--- config.mk ---
export PLATFORM = sky130hd
export DESIGN_NAME = btn_debounce
export DESIGN_NICKNAME = d
export VERILOG_FILES = /design/src/rtl/btn_debounce_pkg.sv /design/src/rtl/btn_debounce_cell.sv /design/src/rtl/btn_debounce.sv
export SDC_FILE = /design/constraint.sdc
export NUM_CORES = 1
export LEC_CHECK = 0
export CAP_MARGIN = 20
export CORE_ASPECT_RATIO = 1.25
export CORE_MARGIN = 2
export CORE_UTILIZATION = 62
export DETAILED_ROUTE_END_ITERATION = 6
export GPL_TIMING_DRIVEN = 0
export PLACE_DENSITY = 0.81
export SYNTH_ARGS = -nofsm -noshare
export SYNTH_HDL_FRONTEND = slang
export SYNTH_SLANG_ARGS = --single-unit
--- constraint.sdc ---
create_clock -name clk -period 2.6 [get_ports clk]
set_input_delay 0.39 -clock clk [delete_from_list [all_inputs] [get_ports clk]]
set_output_delay 0.39 -clock clk [all_outputs]
set_load 0.01 [all_outputs]
--- src/rtl/btn_debounce_pkg.sv ---
`default_nettype none
// +----------------------------------------------------------------------------+
// | btn_debounce_pkg : width helper for the debouncer counters                 |
// | Rev 1.0                                                                    |
// +----------------------------------------------------------------------------+
package btn_debounce_pkg;

    // The counter only has to reach STABLE_TICKS-1. Widening it to hold
    // STABLE_TICKS keeps the width at least 1 bit when STABLE_TICKS is 1.
    function automatic int cnt_width(input int stable_ticks);
        return (stable_ticks < 1) ? 1 : $clog2(stable_ticks + 1);
    endfunction

endpackage
`default_nettype wire

--- src/rtl/btn_debounce_cell.sv ---
`default_nettype none
// +----------------------------------------------------------------------------+
// | debounce_cell : one-channel synchroniser, stability counter, output flop   |
// | Rev 1.0                                                                    |
// +----------------------------------------------------------------------------+
module debounce_cell
    import btn_debounce_pkg::*;
#(
    parameter int STABLE_TICKS = 10
) (
    input  logic clk,
    input  logic rst,
    input  logic i_tick,
    input  logic i_raw,
    output logic o_clean
);

    localparam int                c_CNT_W   = cnt_width(STABLE_TICKS);
    localparam logic [c_CNT_W-1:0] c_CNT_MAX = c_CNT_W'(STABLE_TICKS - 1);
    localparam logic [c_CNT_W-1:0] c_CNT_ONE = c_CNT_W'(1);

    logic               r_s0;
    logic               r_s1;
    logic               r_clean;
    logic [c_CNT_W-1:0] r_cnt;

    always_ff @(posedge clk or negedge rst) begin
        if (!rst) begin
            r_s0    <= 1'b0;
            r_s1    <= 1'b0;
            r_clean <= 1'b0;
            r_cnt   <= '0;
        end else begin
            r_s0 <= i_raw;
            r_s1 <= r_s0;
            // A single cycle of agreement is treated as a bounce and drops progress.
            if (r_s1 == r_clean) begin
                r_cnt <= '0;
            end else if (i_tick) begin
                if (r_cnt == c_CNT_MAX) begin
                    r_clean <= r_s1;
                    r_cnt   <= '0;
                end else begin
                    r_cnt <= r_cnt + c_CNT_ONE;
                end
            end
        end
    end

    assign o_clean = r_clean;

endmodule
`default_nettype wire

--- src/rtl/btn_debounce.sv ---
`default_nettype none
// +----------------------------------------------------------------------------+
// | btn_debounce : multi-channel button debouncer with shared tick prescaler   |
// | Rev 1.0                                                                    |
// +----------------------------------------------------------------------------+
module btn_debounce #(
    parameter int WIDTH        = 1,
    parameter int TICK_DIV     = 50000,
    parameter int STABLE_TICKS = 10
) (
    input  logic             clk,
    input  logic             rst,
    input  logic [WIDTH-1:0] btn_raw,
    output logic [WIDTH-1:0] btn_clean
);

    logic w_tick;

    generate
        if (TICK_DIV == 1) begin : g_tick_always
            assign w_tick = 1'b1;
        end else begin : g_prescaler
            localparam int              c_PC_W   = $clog2(TICK_DIV);
            localparam logic [c_PC_W-1:0] c_PC_MAX = c_PC_W'(TICK_DIV - 1);
            localparam logic [c_PC_W-1:0] c_PC_ONE = c_PC_W'(1);

            logic [c_PC_W-1:0] r_pc;

            always_ff @(posedge clk or negedge rst) begin
                if (!rst) begin
                    r_pc <= '0;
                end else if (r_pc == c_PC_MAX) begin
                    r_pc <= '0;
                end else begin
                    r_pc <= r_pc + c_PC_ONE;
                end
            end

            assign w_tick = (r_pc == c_PC_MAX);
        end
    endgenerate

    generate
        for (genvar gi = 0; gi < WIDTH; gi++) begin : g_cell
            debounce_cell #(
                .STABLE_TICKS (STABLE_TICKS)
            ) u_cell (
                .clk     (clk),
                .rst     (rst),
                .i_tick  (w_tick),
                .i_raw   (btn_raw[gi]),
                .o_clean (btn_clean[gi])
            );
        end
    endgenerate

endmodule
`default_nettype wire

==> implementation parameters <==
Parameter                              Value

Route
  Number of remaining DRC errors    0
  Vias per inst    roughly 5.7
  Total number of vias    approximately 760
  Routed wirelength normalized by instance count    13.8 um
  Detailed-routing iteration count for the pre-antenna-repair pass    4
  Iter 0 DRT Violations    5
  Post-DRT Antenna Nets    0
  Total detailed-routing wirelength    1820 um

Run
  Max-capacitance violation count    0

Worst setup path
  Type of element launching the critical path    register
  Largest delay share family, worst path    simple AND/OR/NAND/NOR gates
  Crit-path slowest cell    sky130_fd_sc_hd__or4b_1
  CP required    around 2.8 ns
  Slowest Stage Delay on Critical Path    between 0.5 and 0.6 ns
  Worst Setup Path Type    reg -> reg
  Ordered cell list for the critical path    nor4b_4 -> nand4b_4 -> or4b_1 -> a31oi_1
  Crit path buf inv count    0
  Kind of end point of the critical path    register
  CP Data Arrival Time    2.05 ns
  Maximum fanout encountered on the critical timing path    9

Synthesis
  Synthesis warning total    0
  Cell Area, Synth    between 1000 and 1500 um2
  Total of flip-flops plus latches after synthesis    23
  Post-synthesis net count    around 110
  Number of cells produced by synthesis    ~110
  Unique cell type count in the Yosys netlist    28
  Sequential element share of the synthesized area    around 50%
  Dominant cells by area after synthesis    sky130_fd_sc_hd__dfrtp_1 51%, sky130_fd_sc_hd__xor2_1 7.0%, sky130_fd_sc_hd__nand2_1 3.7%
  Yosys top cell area share    about half
  Post-synthesis average cell area    about 11 um2
  Post-synth top area cell    sky130_fd_sc_hd__dfrtp_1

Floorplanning
  Placement row count    17
  Total Die Area    between 2000 and 2500 um2
  Starting utilization of the core area    ~64%
  Die width    42.1 um
  I/O pin count    4
  Area of the core    1740 um2
  Overall die height    between 50 and 60 um

Clocking
  Hold_buf cts    0
  Setup fix buffers added after clock tree synthesis    0
  Max Buffers Root-to-Sink    2
  Clock latency reported for the late side of the worst-skew pair    between 0.3 and 0.4 ns
  TritonCTS clock tree    done
  Cells resized by post-CTS repair    0
  Register clock-pin slew on the reported worst setup and hold paths    0.12 ns
  Level count of the clock H-tree    1
  Clock Root Buffer    sky130_fd_sc_hd__clkbuf_4
  TritonCTS Buffers    3
  Total number of clock tree sinks    23

Placed design
  Instance area after placement    1180 um2
  Routability congestion estimate from global placement    around 0.8
  Worst slack at placement    between 0.8 and 0.9 ns
  Number of port buffers    3
  Detailed-placement wirelength estimate    1330 um

Global routing
  Wire length of the first global-routing pass    about 3400 um
  Total global routing overflow    0
  GRT Resource Usage Total    20.9%
  Largest net degree at the start of global routing    24
  Number of antenna violations at the first check in global routing    0
  Via count of the first global-routing pass    about 760

STA
  Remaining max-slew budget at the tightest pin    77.2%
  Number of pins exceeding their max-slew limit in the final report    0
  Worst path setup slack after routing    between 0.7 and 0.8 ns
  Final setup fails    0
  Maximum operating frequency    0.551 GHz
  Final period utilization    between 60% and 70%
  Fin. Hold Viols    0
  Total Negative Setup Slacks    0 ns
  Tightest Pin Transition    0.340 ns
  Fin Clk Skew    roughly 0.0026 ns
  Setup repair after global routing missed its margin    false
  Min cycle time layout    between 1.5 and 2 ns

Finish
  Most common cell after layout, fill and taps aside    sky130_fd_sc_hd__dfrtp_1
  Number of diodes added for antenna fixing    0
  Highest-count cells in the layout ignoring fill and taps    23 x sky130_fd_sc_hd__dfrtp_1, 11 x sky130_fd_sc_hd__nand2_1, 9 x sky130_fd_sc_hd__xor2_1, 9 x sky130_fd_sc_hd__nor2_1
  Ratio of cells with drive above 1 in the final layout    a little under an eighth
  Layout Area Growth over Synthesis    9.70%
  Post-Layout Inst Area    1230 um2
  # nets final    120
  Final Util    a little over two thirds

Pwr
  Maximum VDD drop    0.370 mV
  Power consumption    around 0.00054 W
  Leakage Power    slightly below 0.6 nW
  Power per cell area    between 400 and 500 nW/um2

Run status
  Result of the run    finished clean

Hold path
  Hold WC Path Type    in -> async
==> registers in the layout (all words and copies together) (netlist names) <==
name                   flops
g_prescaler.r_pc          16
g_cell.u_cell.r_cnt        4
g_cell.u_cell.o_clean      1
g_cell.u_cell.r_s0         1
g_cell.u_cell.r_s1         1
==> final cells by class <==
cell class	instances	area (um2)
Multi-Input combinational cell	77	527
Sequential cell	23	576
Inverter	3	11.3
Timing Repair Buffer	4	57.6
Buffer	2	8.76
Clock buffer	3	22.5
Fill cell	138	513
Tap cell	19	23.8
Clock inverter	1	5.00
==> stage by stage <==
step | instances | hold slack (ns)
after floorplan | 105 | 0.0944
after global placement | 127 | 0.344
after detailed placement | 127 | 0.343
after CTS | 131 | 0.379
after global routing | 132 | 0.253
final | 132 | 0.266
==> synth_stat cells (all sizes together) <==
| library cell | count |
|---|---|
| and3 | 4 |
| clkbuf | 1 |
| nand4b | 1 |
| a31oi | 1 |
| and4 | 1 |
| nand4 | 4 |
| nor4b | 1 |
| nor3 | 3 |
| and2 | 2 |
| a21oi | 5 |
| xor2 | 9 |
| nand3 | 5 |
| xnor2 | 3 |
| and4bb | 2 |
| nand2 | 11 |
| a21o | 1 |
| inv | 3 |
| mux2 | 1 |
| and4b | 1 |
| buf | 1 |
| or4b | 1 |
| dfrtp | 23 |
| ha | 3 |
| nor2 | 9 |
| or3 | 4 |
| or4 | 1 |
| o21ai | 4 |
==> routing by layer <==
metal | GRT usage [%] | routed length [um] | vias up
met4 | 12.5 | 25 | 0
met2 | 33.6 | 925 | 7
met5 | 0 | 0 | -
met3 | 2.08 | 31 | 4
li1 | - | - | 384
met1 | 27.7 | 841 | 362
==> path summary, 6_finish.rpt <==
kind                                       startpoint  depth (start not counted)  slack [ns]                         to
worst max-delay path             g_prescaler.r_pc[10]                          4        0.79  g_cell[0].u_cell.r_cnt[3]
worst min-delay path                              rst                          1        0.27  g_cell[0].u_cell.r_cnt[3]
worst max register to register   g_prescaler.r_pc[10]                          4        0.79  g_cell[0].u_cell.r_cnt[3]
worst min register to register  g_cell[0].u_cell.r_s0                          0        0.37      g_cell[0].u_cell.r_s1
max in group asynchronous                         rst                          2        1.98  g_cell[0].u_cell.r_cnt[1]
min in group clk                g_cell[0].u_cell.r_s0                          0        0.37      g_cell[0].u_cell.r_s1
==> cells by family (layout without fill, tap and decap cells) <==
family                     after synthesis  after routing  synth area share (%)
xor gates and xnor gates                12             12                  9.37
buffers and inverters                    5             13                  1.78
adders and majority gates                3              3                  3.34
DFF                                     23             23                  51.3
AOI/OAI and AO/OA                       11             11                  5.35
muxes                                    1              1                  1.00
and+or+nand+nor                         50             50                  27.9
==> power by group <==
part	switching [W]	internal, W
Clock	0.000105	0.0000575
Sequential	0.000000686	0.000359
Combinational	0.00000840	0.00000737
Total	0.000114	0.000424
No activity file was read; power rests on OpenSTA's default activity.
